**src/rtl/spm_pkg.sv**
```systemverilog
// spm_pkg
// Shared definitions for the SPM memory port: data/address widths used by
// the processor, the memory unit and the boot loader, plus the loader's
// state encoding.
// Ports: none (package).
package spm_pkg;

  localparam int WORD_SIZE = 8;
  localparam int ADDR_SIZE = 8;

  typedef enum logic [2:0] {
    ST_IDLE,
    ST_LEN,
    ST_DATA,
    ST_CSUM,
    ST_VERIFY,
    ST_DONE,
    ST_ERROR
  } loader_state_e;

  // States in which the byte stream handshake is open.
  function automatic logic is_stream_state(input loader_state_e st);
    return (st == ST_LEN) || (st == ST_DATA) || (st == ST_CSUM);
  endfunction

  // States in which a new load may be started.
  function automatic logic is_rest_state(input loader_state_e st);
    return (st == ST_IDLE) || (st == ST_DONE) || (st == ST_ERROR);
  endfunction

endpackage

```
**src/rtl/spm_sum8.sv**
```systemverilog
// spm_sum8
// 8-bit modulo-256 accumulator with synchronous clear and add-enable.
// Ports:
//   clk, rst      clock, asynchronous active-low reset
//   clr           clear the sum to zero at the next edge (wins over add_en)
//   add_en        add add_val into the sum at the next edge
//   add_val       value to accumulate
//   sum           current registered sum
module spm_sum8 (
  input  logic       clk,
  input  logic       rst,
  input  logic       clr,
  input  logic       add_en,
  input  logic [7:0] add_val,
  output logic [7:0] sum
);

  logic [7:0] sum_d;
  logic [7:0] sum_q;

  always_comb begin
    sum_d = sum_q;
    if (clr) begin
      sum_d = '0;
    end else if (add_en) begin
      sum_d = sum_q + add_val;
    end
  end

  always_ff @(posedge clk or negedge rst) begin
    if (!rst) begin
      sum_q <= '0;
    end else begin
      sum_q <= sum_d;
    end
  end

  assign sum = sum_q;

endmodule

```
**src/rtl/spm_boot_loader.sv**
```systemverilog
// spm_boot_loader
// Loads a LEN / data / CSUM byte stream into the SPM memory unit while the
// processor is held in reset, reads the image back, and releases the
// processor only if the readback sum matches the received checksum.
// Ports:
//   clk, rst               clock, asynchronous active-low reset
//   start                  begin a load (from IDLE, DONE or ERROR)
//   byte_valid/byte_data   incoming stream byte
//   byte_ready             loader accepts a byte this cycle
//   mem_addr/mem_data      memory address and write data
//   mem_write              one-cycle write strobe per data byte
//   mem_rdata              combinational read data for mem_addr
//   cpu_rst                active-low processor reset (high only in DONE)
//   busy, done, error      load status
module spm_boot_loader
  import spm_pkg::*;
#(
  parameter int word_size = WORD_SIZE,
  parameter int addr_size = ADDR_SIZE
) (
  input  logic                 clk,
  input  logic                 rst,
  input  logic                 start,
  input  logic                 byte_valid,
  input  logic [word_size-1:0] byte_data,
  output logic                 byte_ready,
  output logic [addr_size-1:0] mem_addr,
  output logic [word_size-1:0] mem_data,
  output logic                 mem_write,
  input  logic [word_size-1:0] mem_rdata,
  output logic                 cpu_rst,
  output logic                 busy,
  output logic                 done,
  output logic                 error
);

  // One extra bit so that an image of 2^addr_size bytes has a representable
  // length and the counters never alias back to zero before the end.
  localparam int cnt_w = addr_size + 1;
  localparam logic [cnt_w-1:0]     cnt_one  = 1;
  localparam logic [addr_size-1:0] addr_one = 1;

  loader_state_e        state_q, state_d;
  logic [cnt_w-1:0]     len_q, len_d;
  logic [cnt_w-1:0]     cnt_q, cnt_d;
  logic [word_size-1:0] csum_q, csum_d;
  logic [addr_size-1:0] mem_addr_q, mem_addr_d;
  logic [word_size-1:0] mem_data_q, mem_data_d;
  logic                 mem_write_q, mem_write_d;
  logic                 byte_ready_q, byte_ready_d;
  logic                 busy_q, busy_d;
  logic                 done_q, done_d;
  logic                 error_q, error_d;
  logic                 cpu_rst_q, cpu_rst_d;

  logic                 accept;
  logic                 sum_clr;
  logic                 reading;
  logic [7:0]           data_sum_unused;
  logic [7:0]           rb_sum;

  assign accept  = byte_valid && byte_ready_q;
  assign sum_clr = start && is_rest_state(state_q);
  // VERIFY spends len cycles reading, then one cycle with cnt == len comparing.
  assign reading = (state_q == ST_VERIFY) && (cnt_q != len_q);

  // Sum of the streamed data bytes; kept for observation only, the pass/fail
  // decision is made on what actually landed in memory.
  spm_sum8 u_data_sum (
    .clk     (clk),
    .rst     (rst),
    .clr     (sum_clr),
    .add_en  (accept && (state_q == ST_DATA)),
    .add_val (byte_data),
    .sum     (data_sum_unused)
  );

  spm_sum8 u_rb_sum (
    .clk     (clk),
    .rst     (rst),
    .clr     (sum_clr),
    .add_en  (reading),
    .add_val (mem_rdata),
    .sum     (rb_sum)
  );

  always_comb begin
    state_d     = state_q;
    len_d       = len_q;
    cnt_d       = cnt_q;
    csum_d      = csum_q;
    mem_addr_d  = mem_addr_q;
    mem_data_d  = mem_data_q;
    mem_write_d = 1'b0;

    case (state_q)
      ST_IDLE, ST_DONE, ST_ERROR: begin
        if (start) begin
          state_d = ST_LEN;
        end
      end
      ST_LEN: begin
        if (accept) begin
          // A zero length byte stands for the full address space.
          if (byte_data == '0) begin
            len_d = {1'b1, {addr_size{1'b0}}};
          end else begin
            len_d = {1'b0, byte_data[addr_size-1:0]};
          end
          cnt_d   = '0;
          state_d = ST_DATA;
        end
      end
      ST_DATA: begin
        if (accept) begin
          mem_addr_d  = cnt_q[addr_size-1:0];
          mem_data_d  = byte_data;
          mem_write_d = 1'b1;
          cnt_d       = cnt_q + cnt_one;
          if ((cnt_q + cnt_one) == len_q) begin
            state_d = ST_CSUM;
          end
        end
      end
      ST_CSUM: begin
        if (accept) begin
          csum_d     = byte_data;
          cnt_d      = '0;
          mem_addr_d = '0;
          state_d    = ST_VERIFY;
        end
      end
      ST_VERIFY: begin
        if (reading) begin
          cnt_d      = cnt_q + cnt_one;
          mem_addr_d = mem_addr_q + addr_one;
        end else begin
          state_d = (rb_sum == csum_q) ? ST_DONE : ST_ERROR;
        end
      end
      default: state_d = ST_IDLE;
    endcase

    // Outputs are decoded from the next state so they are registered along
    // with it and change on the same edge as the state.
    byte_ready_d = is_stream_state(state_d);
    busy_d       = is_stream_state(state_d) || (state_d == ST_VERIFY);
    done_d       = (state_d == ST_DONE);
    error_d      = (state_d == ST_ERROR);
    cpu_rst_d    = (state_d == ST_DONE);
  end

  always_ff @(posedge clk or negedge rst) begin
    if (!rst) begin
      state_q      <= ST_IDLE;
      len_q        <= '0;
      cnt_q        <= '0;
      csum_q       <= '0;
      mem_addr_q   <= '0;
      mem_data_q   <= '0;
      mem_write_q  <= 1'b0;
      byte_ready_q <= 1'b0;
      busy_q       <= 1'b0;
      done_q       <= 1'b0;
      error_q      <= 1'b0;
      cpu_rst_q    <= 1'b0;
    end else begin
      state_q      <= state_d;
      len_q        <= len_d;
      cnt_q        <= cnt_d;
      csum_q       <= csum_d;
      mem_addr_q   <= mem_addr_d;
      mem_data_q   <= mem_data_d;
      mem_write_q  <= mem_write_d;
      byte_ready_q <= byte_ready_d;
      busy_q       <= busy_d;
      done_q       <= done_d;
      error_q      <= error_d;
      cpu_rst_q    <= cpu_rst_d;
    end
  end

  assign byte_ready = byte_ready_q;
  assign mem_addr   = mem_addr_q;
  assign mem_data   = mem_data_q;
  assign mem_write  = mem_write_q;
  assign busy       = busy_q;
  assign done       = done_q;
  assign error      = error_q;
  assign cpu_rst    = cpu_rst_q;

endmodule

```
**config.mk**
```make
export PLATFORM = sky130hd
export DESIGN_NAME = spm_boot_loader
export DESIGN_NICKNAME = d
export VERILOG_FILES = /design/src/rtl/spm_pkg.sv /design/src/rtl/spm_sum8.sv /design/src/rtl/spm_boot_loader.sv
export SDC_FILE = /design/constraint.sdc
export NUM_CORES = 1
export LEC_CHECK = 0
export CAP_MARGIN = 20
export CORE_ASPECT_RATIO = 0.8
export CORE_MARGIN = 1
export CORE_UTILIZATION = 56
export DETAILED_ROUTE_END_ITERATION = 6
export GPL_TIMING_DRIVEN = 0
export PLACE_DENSITY = 0.86
export SLEW_MARGIN = 20
export SYNTH_ARGS = -nofsm -noshare
export SYNTH_HDL_FRONTEND = slang
export SYNTH_SLANG_ARGS = --single-unit
```
**constraint.sdc**
```tcl
create_clock -name clk -period 2.8 [get_ports clk]
set_clock_uncertainty 0.15 [all_clocks]
set_input_delay 0.56 -clock clk [delete_from_list [all_inputs] [get_ports clk]]
set_output_delay 0.56 -clock clk [all_outputs]
set_load 0.05 [all_outputs]
```
Word-level counts from Yosys, hierarchy flattened --
Index checks and enable logic that the tools add are counted. W data, S select, Z words.
Cells by class: reductions and logical operators 20, muxes and demuxes 21, add/sub/neg operators 3, equality and inequality tests 19
Operators with widths (count):
- $mux W8 | 5
- $mux W9 | 4
- $pmux W9 S3 | 1
- $pmux W8 S3 | 1
- $eq A3 B3 Y1 const B | 6
- $mux W3 | 6
- $pmux W3 S5 | 1
- $eq A3 B2 Y1 const B | 4
- $add A9 B1 Y9 const B | 1
- $eq A9 B9 Y1 | 1
- $ne A9 B9 Y1 | 1
- $add A8 B1 Y8 const B | 1
- $add A8 B8 Y8 | 1
- $eq A8 B8 Y1 | 1
- $logic_not A8 Y1 | 1
- $reduce_and A4 Y1 | 2
- $eq A3 B1 Y1 const B | 2
- $ne A2 B2 Y1 const B | 3
- $reduce_and A2 Y1 | 3
- $reduce_bool A3 Y1 | 2
- $logic_or A1 B1 Y1 | 5
- $logic_and A1 B1 Y1 | 3
- $logic_not A3 Y1 | 1
- $reduce_or A3 Y1 | 1
- other kinds (5) | 6
Word-level totals: logic and storage cells 75, register bits 58, input bits 20

Logic depth before layout (Yosys ltp) --
Gate-level depths: netlist of run 1.
word-level depth 9, gate-level depth with buffers 9

Hierarchy --
A second synthesis of run 1 with hierarchy kept.
Second synthesis, totals: cell total of the unflattened synthesis 336, area, all modules 3468.3 um^2
By module, submodules not included:
- spm_boot_loader | sequential area each 1251.2 um^2, times used 1, area each 2821.5 um^2, cells each 270
- spm_sum8 | sequential area each 200.2 um^2, times used 1, area each 646.9 um^2, cells each 66

Worst setup path after synthesis of run 1 --
OpenSTA, ideal clock, no wires.
path type input -> register, from in mem_rdata[0], to reg u_rb_sum.sum_q[6], in the netlist u_rb_sum.sum[6], setup slack 692 ps, data required time 2555 ps, stages 9, setup time 95 ps, arrival 1862 ps, buffers on the path 0, path through ha_1 -> inv_1 -> fa_1 -> nor2b_1 -> o21ai_0 -> a21oi_1 -> o21a_1 -> nor3_1 -> o31ai_1
Between the ends: longest elaborated chain between the ends 3
RTL lines:
- start: declaration | line spm_boot_loader.sv:30 | input logic [word_size-1:0] mem_rdata,
- $add A8 B8 Y8 | line spm_sum8.sv:26 | sum_d = sum_q + add_val;
- $mux W8 | line spm_sum8.sv:25 | end else if (add_en) begin
- $mux W8 | line spm_sum8.sv:23 | if (clr) begin
- end signal: assignment | line spm_sum8.sv:34 | sum_q <= sum_d;
- end: declaration | line spm_sum8.sv:19 | logic [7:0] sum_q;
No other way between the ends. The select of a mux whose other input is x is not followed. A chain may end at the register's enable or synchronous reset.

Worst setup path after layout of run 1 --
from in byte_valid, to reg cpu_rst_q, in the netlist cpu_rst
Between the ends: longest elaborated chain between the ends 4, elaborated cells between the ends (all ways) 6, those cells by class eq/ne (1); mux (4); reduce/logical (1)
RTL lines:
- start: declaration | line spm_boot_loader.sv:24 | input logic byte_valid,
- $logic_and A1 B1 Y1 (*) | line spm_boot_loader.sv:62 | assign accept = byte_valid && byte_ready_q;
- $mux W3, on equally long branches | line spm_boot_loader.sv:126, spm_boot_loader.sv:103, spm_boot_loader.sv:115
- $pmux W3 S5 (*) | line spm_boot_loader.sv:96 | case (state_q)
- $eq A3 B3 Y1 (*) | line spm_boot_loader.sv:150 | cpu_rst_d = (state_d == ST_DONE);
- net cpu_rst_d | line spm_boot_loader.sv:54 | logic cpu_rst_q, cpu_rst_d;
- end signal: assignment | line spm_boot_loader.sv:179 | cpu_rst_q <= cpu_rst_d;
- end: declaration | line spm_boot_loader.sv:54
The timed path passes the listed nets; every way through them passes the cells marked *.

==> run summary, run 1 <==
# Max-Cap Violations: 0
Combinational share of power: 0.472
Reg clk slew, reported paths: 0.07 ns
Port buffer count: 41
Worst-Margin Slew: 0.719 ns
Commonest cells after routing, fill and taps aside: 58 x dfrtp_1, 40 x clkdlybuf4s50_1, 25 x nor2_1, 22 x a21oi_1, 22 x mux2_2
Period utilization: 0.913
Post-DP HPWL: 5.33 mm
WP data arrival: 2.66 ns
RR Startpoint: state_q[2]$_DFF_PN0_
Peak Freq: 0.391 GHz
Clk_lat worst skew: 0.35 ns
Final nets: 403
Mean Syn Cell Area: 10.3 um2
Avg WL per Cell: 16.4 um
CP Capture Type: register
Synth Warn #: 0
Setup ws final: 0.242 ns
Routed vias: 2621
Reg-to-Reg End: cpu_rst$_DFF_PN0_
FF-to-FF setup slack: 0.31 ns
Core area: 0.00556 mm2
Area grow syn2layout: 22.7%
Initial antenna violation count: 0
Int Power: 2.62 mW
Pleak: 1.69 nW
Multi-input gate area: 0.00172 mm2
Die Y: 70.6 um
Clk sinks: 58
CP top delay family: simple AND/OR/NAND/NOR gates
Status: complete, no violations
Nature of the critical path startpoint: input pin
Slowest library cell on the worst path: clkdlybuf4s50_1
Gpl congestion: 0.935
HP Class: input pin to async pin
Drt total wl: 7.47 mm
Number of core rows: 24
IO Pins: 42
Worst-case reg-to-reg path depth: 6
CTS root buf: clkbuf_8
CTS Hold Buffers Added: 0
TritonCTS clock tree: yes
Slowest stage delay, CP: 0.52 ns
# fillers: 398
Power share of the clock group: 0.210
Synthesized flop and latch total: 58
Largest net degree at the start of global routing: 59
Worst path bufs/invs: 1
Ant. Diodes: 0
CTS H-tree lvls: 3
Power Dens Cells: 1110 mW/mm2
First-pass detailed-route iteration total: 4
Synth Cell Area: 0.00329 mm2
Switching Power: 1.86 mW
Vias in the first global route: 2600
Syn Inst Count: 321
Initial Util: 0.592
Total Routing Usage GR: 0.277
Dpl ws: -0.132 ns
Placed Instance Area: 0.00380 mm2
Die Wd: 87.7 um
Most common cell after layout, fill and taps aside: dfrtp_1
Antenna Violating Nets Remaining: 0
Synth cell types: 53
Register Area: 0.00145 mm2
Post-CTS Resized: 0
Req. time, crit path: 2.90 ns
Minimum clock period: 2.56 ns
Sequential power share: 0.317
Worst-path fanout max: 10
Setup bufs post-CTS: 0
Worst relative slew slack: 0.521
Unrepaired setup endpoints after global routing: no
Syn Nets: 351
Die area: 0.00619 mm2
Critical path type: input pin to register
Clk buf depth: 2
Vias per inst: 5.75
Num CTS Buffers: 9
First-pass GRT wire length: 12.8 mm
Final Util: 0.727
Overflow after GRT: 0
Cell Chain, Critical Path: clkdlybuf4s50_1 -> nand4b_2 -> nor2_4 -> nor4b_1 -> a41oi_1 -> a211oi_1
Max-slew violation count: 0
Peak supply drop: 0.669 mV
Share of layout cells above drive strength 1: 0.161
Endpoints failing setup: 0
Final hold violation count: 0
Fin Hold WS: 0.117 ns
Seq/Total Area, Yosys: 0.441
Switching portion of total power: 0.415
Residual DRC: 0
Initial DRC Count: 152
Final Cell Area: 0.00404 mm2
-- Yosys cell counts (all sizes together) --
cell type	count	share of area
o31ai	3	0.011
a41oi	1	0.0027
a22o	2	0.0053
mux2	25	0.086
ha	9	0.034
xor2	4	0.011
nand2	12	0.014
o2bb2ai	1	0.0027
nand3b	2	0.0046
a32oi	1	0.0027
fa	1	0.0061
dfrtp	58	0.44
o21bai	1	0.0023
nor3	11	0.017
nand2b	6	0.011
o211ai	2	0.0046
o21a	3	0.0068
o22ai	1	0.0019
nor2	27	0.035
a221oi	2	0.0053
nor3b	5	0.011
or2	1	0.0019
a21oi	22	0.033
buf	9	0.018
clkbuf	2	0.0023
nand4b	2	0.012
a22oi	1	0.0023
a211oi	1	0.0023
nand4	3	0.0057
nor2b	3	0.0057
a21o	5	0.012
o211a	1	0.0030
nor4	3	0.010
and2	4	0.0076
nor4b	1	0.0027
xnor2	21	0.065
o21ai	25	0.038
a31oi	4	0.0076
and3	7	0.013
nand3	15	0.023
mux2i	1	0.0030
inv	13	0.015
-- logic make-up after synthesis --
logic type / after synthesis / share of synthesized area
buffers and inverters: 24 / 0.0350
AO/OA/AOI/OAI: 76 / 0.144
adder cells (fa/ha/maj): 10 / 0.0403
flip-flops: 58 / 0.441
AND/OR/NAND/NOR: 102 / 0.176
XOR/XNOR: 25 / 0.0757
multiplexers: 26 / 0.0886
-- sequential cells by signal (all words and copies together), names as in the netlist, 3 cells and up --
| signal | cells |
|---|---|
| state_q | 3 |
| csum_q | 8 |
| cnt_q | 9 |
| mem_data | 8 |
| mem_addr | 8 |
| u_rb_sum.sum | 8 |
| len_q | 9 |
-- metrics by stage --
step	total power [mW]	instances	TNS, ns
2_1_floorplan	2.94	321	0
3_3_place_gp	3.43	440	-41.70
3_5_place_dp	3.51	440	-0.203
4_1_cts	4.48	456	0
5_1_grt	4.73	456	0
6_report	4.48	456	0
-- worst register-to-register path: cells and delay by family, from the launching register on --
kind                   cells  cell delay (ns)
AND/OR/NAND/NOR            3             1.14
AO/OA/AOI/OAI              2             0.53
flip-flops                 1             0.40
buffers and inverters      1             0.18
-- per-layer routing --
metal,GRT usage,wire length (um),vias up
met4,0.0984,121,0
li1,-,-,1266
met1,0.392,3560,1268
met5,0,0,-
met3,0.0875,402,15
met2,0.401,3380,72
-- power by group through the flow --
stage	registers, mW	clock network (mW)	logic, mW
after floorplan	1.74	0	1.20
final	1.42	0.942	2.11
after CTS	1.41	0.950	2.11
after global placement	1.41	0	2.02
after global routing	1.46	0.990	2.28
after detailed placement	1.43	0	2.09
-- final cells by class --
class                   count  area share
multi-input cells         239       0.427
flip-flops and latches     58       0.359
repair buffers             41       0.101
clock buffers               9      0.0307
clock inverters             7      0.0291
well taps                  78      0.0242
plain buffers              11      0.0164
inverters                  13      0.0121
-- worst max-delay path by stage --
stage	from	end	depth (start not counted)
finish	byte_valid	cpu_rst$_DFF_PN0_	6
global route	byte_valid	cpu_rst$_DFF_PN0_	6
CTS	byte_valid	cpu_rst$_DFF_PN0_	6
detailed placement	byte_valid	cpu_rst$_DFF_PN0_	6
global placement	rst	cnt_q[0]$_DFFE_PN0P_	1
floorplan	mem_rdata[0]	u_rb_sum.sum[6]$_DFFE_PN0P_	9
Note: power is estimated with default switching activity, not from simulation.
==> run 2: changes to the inputs <==
--- a/config.mk
+++ b/config.mk
@@ -5,8 +5,6 @@
 export SDC_FILE = /design/constraint.sdc
 export NUM_CORES = 1
 export LEC_CHECK = 0
-export CAP_MARGIN = 20
-export CORE_ASPECT_RATIO = 0.8
 export CORE_MARGIN = 1
 export CORE_UTILIZATION = 56
 export DETAILED_ROUTE_END_ITERATION = 6
==> run 2 against run 1 <==
Effect of this change:
- fmax increased by 1.4%
- cell area decreased by 0.77%
- first-iteration DRC count decreased by 6.6%
- hold slack got worse by 0.015 ns
- sequential share of layout area increased by 0.28 points
- combinational power about the same
- power decreased by 2.3%
- largest power group unchanged
- via count decreased by 0.92%
==> run summary, run 2 (synthesized netlist as in run 1, its figures left out) <==
Status: complete, no violations
Worst relative slew slack: 0.523
Reg clk slew, reported paths: 0.07 ns
HP Class: input pin to async pin
Vias per inst: 5.77
Max-slew violation count: 0
Initial DRC Count: 142
Clk buf depth: 2
Final nets: 403
Critical path origin: mem_rdata[0]
Peak Freq: 0.396 GHz
IO Pins: 42
Nature of the critical path startpoint: input pin
Vias in the first global route: 2699
Slowest stage delay, CP: 0.47 ns
Req. time, crit path: 2.90 ns
Largest net degree at the start of global routing: 59
Placed Instance Area: 0.00379 mm2
Initial antenna violation count: 0
TritonCTS clock tree: yes
Final hold violation count: 0
Period utilization: 0.901
CTS Hold Buffers Added: 0
Fin Hold WS: 0.101 ns
RR Startpoint: state_q[2]$_DFF_PN0_
Power Dens Cells: 1090 mW/mm2
Port buffer count: 41
Initial Util: 0.590
Routed vias: 2597
Worst path bufs/invs: 2
Unrepaired setup endpoints after global routing: no
Ant. Diodes: 0
Overflow after GRT: 0
Reg-to-Reg End: cpu_rst$_DFF_PN0_
Cell Chain, Critical Path: clkdlybuf4s50_1 -> ha_1 -> inv_1 -> fa_1 -> nor2b_1 -> o21ai_0 -> a21oi_1 -> o21a_1 -> nor3_1 -> o31ai_1
Share of layout cells above drive strength 1: 0.161
CTS H-tree lvls: 3
Endpoints failing setup: 0
Commonest cells after routing, fill and taps aside: 58 x dfrtp_1, 40 x clkdlybuf4s50_1, 25 x nor2_1, 22 x a21oi_1, 22 x mux2_2
Pleak: 1.69 nW
Num CTS Buffers: 9
First-pass GRT wire length: 12.3 mm
Most common cell after layout, fill and taps aside: dfrtp_1
Worst-Margin Slew: 0.715 ns
Minimum clock period: 2.52 ns
Post-DP HPWL: 5.26 mm
CTS root buf: clkbuf_8
Die area: 0.00619 mm2
Gpl congestion: 0.896
First-pass detailed-route iteration total: 4
Critical path type: input pin to register
Total Routing Usage GR: 0.263
Worst-path fanout max: 2
Post-CTS Resized: 0
# Max-Cap Violations: 0
Peak supply drop: 0.745 mV
Avg WL per Cell: 16.2 um
Antenna Violating Nets Remaining: 0
Die Y: 78.7 um
FF-to-FF setup slack: 0.48 ns
CP Capture Type: register
Dpl cells: 434
Setup bufs post-CTS: 0
Final Cell Area: 0.00401 mm2
Clk sinks: 58
Post-Route Setup TNS: 0 ns
Slowest library cell on the worst path: clkdlybuf4s50_1
WP data arrival: 2.62 ns
Area grow syn2layout: 21.7%
Number of core rows: 27
Residual DRC: 0
Die Wd: 78.7 um
Clk_lat worst skew: 0.35 ns
Top flop regs: cnt_q (9), len_q (9)
Drt total wl: 7.30 mm
Worst-case reg-to-reg path depth: 6
Non-filler cells, final: 450
CP top delay family: compound AO/OA/AOI/OAI gates
Core area: 0.00557 mm2
Overall Power: 4.38 mW
==> run 2: final cells by class <==
type | instances | area, um2
inverter | 13 | 48.8
tap | 72 | 90.1
sequential | 58 | 1450
clock inverter | 7 | 93.8
timing repair buffer | 41 | 408
clock buffer | 9 | 124
fill | 409 | 1570
multi-input combinational | 239 | 1720
buffer | 11 | 66.3
==> run 2: worst register-to-register path: stages, from the launching register on <==
cell and delay [ns]:
dfrtp_1 0.41, buf_2 0.18, nand4b_2 0.28, nor2_4 0.33, nor4b_1 0.34, a41oi_1 0.22, a211oi_1 0.30
==> run 2: worst max-delay path by stage <==
stage | endpoint | depth (start not counted)
after global placement | mem_data[2]$_DFFE_PN0P_ | 1
final | u_rb_sum.sum[6]$_DFFE_PN0P_ | 10
after global routing | u_rb_sum.sum[6]$_DFFE_PN0P_ | 10
after detailed placement | u_rb_sum.sum[6]$_DFFE_PN0P_ | 10
after CTS | u_rb_sum.sum[6]$_DFFE_PN0P_ | 10
after floorplan | u_rb_sum.sum[6]$_DFFE_PN0P_ | 9
==> run 2: metal layers <==
layer / vias up / share of wire / global-route usage
met5: - / 0 / 0
met4: 0 / 0.015 / 0.0981
met3: 12 / 0.058 / 0.0802
met2: 82 / 0.49 / 0.442
met1: 1251 / 0.44 / 0.315
li1: 1252 / - / -
==> run 2: through the flow <==
step / util / setup slack, ns
after global routing: 0.719 / 0.169
after detailed placement: 0.680 / -0.0740
final: 0.719 / 0.277
after CTS: 0.719 / 0.293
after floorplan: - / 0.692
after global placement: 0.680 / -0.744
==> run 2: report_power, final <==
part	switching, mW	total, mW	internal, mW
Clock	0.355	0.854	0.498
Combinational	1.21	2.10	0.891
Sequential	0.279	1.42	1.14
Total	1.84	4.38	2.53
==> run 3: changes to the inputs <==
--- a/config.mk
+++ b/config.mk
@@ -9,8 +9,9 @@
 export CORE_UTILIZATION = 56
 export DETAILED_ROUTE_END_ITERATION = 6
 export GPL_TIMING_DRIVEN = 0
-export PLACE_DENSITY = 0.86
+export PLACE_DENSITY = 0.85
 export SLEW_MARGIN = 20
 export SYNTH_ARGS = -nofsm -noshare
 export SYNTH_HDL_FRONTEND = slang
+export SYNTH_HIERARCHICAL = 1
 export SYNTH_SLANG_ARGS = --single-unit
==> run 3 against run 2 <==
Effect of this change:
- combinational power decreased by 65%
- register-to-register slack got worse by 0.21 ns
- power decreased by 40%
- flip-flop and latch count unchanged
- fmax decreased by 0.28%
- largest cell class unchanged
- hold slack improved by 0.027 ns
- sequential power decreased by 31%
- cell count increased by 3.8%
- non-clock buffer count increased by 6
- largest power group is now sequential cells
- core utilization decreased by 1.0 points
- synthesized cell count increased by 4.7%
==> run summary, run 3 <==
Post-synth top cells: 58 x dfrtp_1, 27 x o21ai_0, 24 x mux2_2
Num CTS Buffers: 9
Synth Cell Area: 0.00347 mm2
Status: complete, no violations
Non-filler cells, final: 467
Critical path origin: state_q[1]$_DFF_PN0_
Residual DRC: 0
Reg clk slew, reported paths: 0.07 ns
Main flop type after synthesis: dfrtp_1
First-pass detailed-route iteration total: 4
Unrepaired setup endpoints after global routing: no
HP Class: input pin to async pin
Initial DRC Count: 149
Initial Util: 0.582
Fin Hold WS: 0.128 ns
Final hold violation count: 0
Die Wd: 80.7 um
Main area contributors after synthesis: dfrtp_1 42%, mux2_2 7.8%, xnor2_1 5.8%
Syn Inst Count: 336
RR Startpoint: state_q[1]$_DFF_PN0_
Endpoints failing setup: 0
Setup bufs post-CTS: 0
Gpl congestion: 0.922
Port buffer count: 41
Top flop regs: cnt_q (9), len_q (9)
Synth Warn #: 6
Setup ws final: 0.270 ns
Critical path type: register to register
Syn Nets: 366
Most common cell after layout, fill and taps aside: dfrtp_1
WP data arrival: 2.65 ns
Avg WL per Cell: 16.8 um
Clk buf depth: 2
Post-synth EDFFs: 0
Synth cell types: 67
Dpl ws: -0.0242 ns
Period utilization: 0.904
Clk_lat worst skew: 0.34 ns
Placed Instance Area: 0.00397 mm2
Peak Freq: 0.395 GHz
Req. time, crit path: 2.92 ns
Share of layout cells above drive strength 1: 0.189
Antenna Violating Nets Remaining: 0
Pleak: 1.79 nW
Worst relative slew slack: 0.506
FFs w/ async S/R, synth: 1.00
IO Pins: 42
Routed vias: 2780
# fillers: 442
First-pass GRT wire length: 13.1 mm
Most frequent cell after synthesis: dfrtp_1
Vias in the first global route: 2728
# Max-Cap Violations: 0
Worst-path fanout max: 10
Overflow after GRT: 0
Nature of the critical path startpoint: register
Die Y: 80.7 um
Largest net degree at the start of global routing: 59
Number of core rows: 28
CP Capture Type: register
Dpl cells: 452
Synthesized flop and latch total: 58
Seq/Total Area, Yosys: 0.418
Ant. Diodes: 0
Vias per inst: 5.95
Die area: 0.00651 mm2
Post-DP HPWL: 5.62 mm
Post-Route Setup TNS: 0 ns
Commonest cells after routing, fill and taps aside: 58 x dfrtp_1, 40 x clkdlybuf4s50_1, 27 x o21ai_0, 24 x mux2_2, 23 x xnor2_1
Core area: 0.00596 mm2
Initial antenna violation count: 0
Power Dens Cells: 627 mW/mm2
Peak supply drop: 0.552 mV
Drt total wl: 7.87 mm
Final nets: 418
Post-synth top area share: 0.418
Area grow syn2layout: 21.6%
Mean Syn Cell Area: 10.3 um2
Synth area leader: dfrtp_1
Final Cell Area: 0.00422 mm2
Final Util: 0.708
Minimum clock period: 2.53 ns
Total Routing Usage GR: 0.272
Clk sinks: 58
CTS root buf: clkbuf_8
Worst-Margin Slew: 0.738 ns
Max-slew violation count: 0
CTS H-tree lvls: 3
TritonCTS clock tree: yes
Overall Power: 2.64 mW
## run 3: changes by cell type after synthesis, sizes merged, moves of 4 or more
cell    previous run  this run
mux2i              1         5
buf                9        13
inv               13         8
nand2             12        19
nand2b             6         2
nor2              27        23
## run 3: cell families (layout without fill, tap and decap cells)
| family | Yosys count | in the layout | share of synthesized area |
|---|---|---|---|
| multiplexers | 30 | 30 | 0.0967 |
| adder cells (fa/ha/maj) | 10 | 10 | 0.0382 |
| buffers and inverters | 25 | 81 | 0.0375 |
| XOR/XNOR | 27 | 27 | 0.0736 |
| flip-flops | 58 | 58 | 0.418 |
| AO/OA/AOI/OAI | 86 | 86 | 0.158 |
| AND/OR/NAND/NOR | 100 | 100 | 0.177 |
## run 3: area by class of cell
cell class,count,area (um2),share of cell area
multi-input cells,253,1890,0.449
flip-flops and latches,58,1450,0.344
repair buffers,41,408,0.0967
clock buffers,10,138,0.0326
clock inverters,5,103,0.0243
plain buffers,17,101,0.0240
well taps,75,93.8,0.0222
inverters,8,30.0,0.00712
## run 3: metal layers
| metal | global-route usage | routed length [um] | vias up |
|---|---|---|---|
| li1 | - | - | 1334 |
| met1 | 0.332 | 3450 | 1355 |
| met2 | 0.456 | 3910 | 79 |
| met3 | 0.0773 | 385 | 12 |
| met4 | 0.102 | 117 | 0 |
| met5 | 0 | 0 | - |
## run 3: worst paths after layout
kind | end | slack [ns] | cells past startpoint
setup / recovery | u_rb_sum/sum[7]$_DFFE_PN0P_ | 0.27 | 10
hold / removal | mem_addr[1]$_DFFE_PN0P_ | 0.13 | 1
setup reg to reg | u_rb_sum/sum[7]$_DFFE_PN0P_ | 0.27 | 10
hold reg to reg | mem_data[2]$_DFFE_PN0P_ | 0.37 | 1
max in group asynchronous | cnt_q[1]$_DFFE_PN0P_ | 1.90 | 1
min in group clk | mem_data[2]$_DFFE_PN0P_ | 0.37 | 1
## run 3: power breakdown
part	switching (mW)	internal [mW]	leakage (nW)
Combinational	0.458	0.270	0.922
Sequential	0.0635	0.911	0.750
Clock	0.335	0.608	0.118
## run 3: repair_timing
action / in CTS / in global routing
hold buffers: 0 / 0
gates resized for setup: 0 / 4
setup endpoints to repair: 0 / 2
## run 3: worst max-delay path: stages, from the launching register on
cell and delay, ns:
dfrtp_1 0.37, buf_6 0.14, nor2_1 0.23, nand2_1 0.23, clkbuf_2 0.27, nor2_4 0.20
nand2_1 0.10, nand4bb_1 0.20, mux2_4 0.29, a21o_1 0.17, a21oi_2 0.12
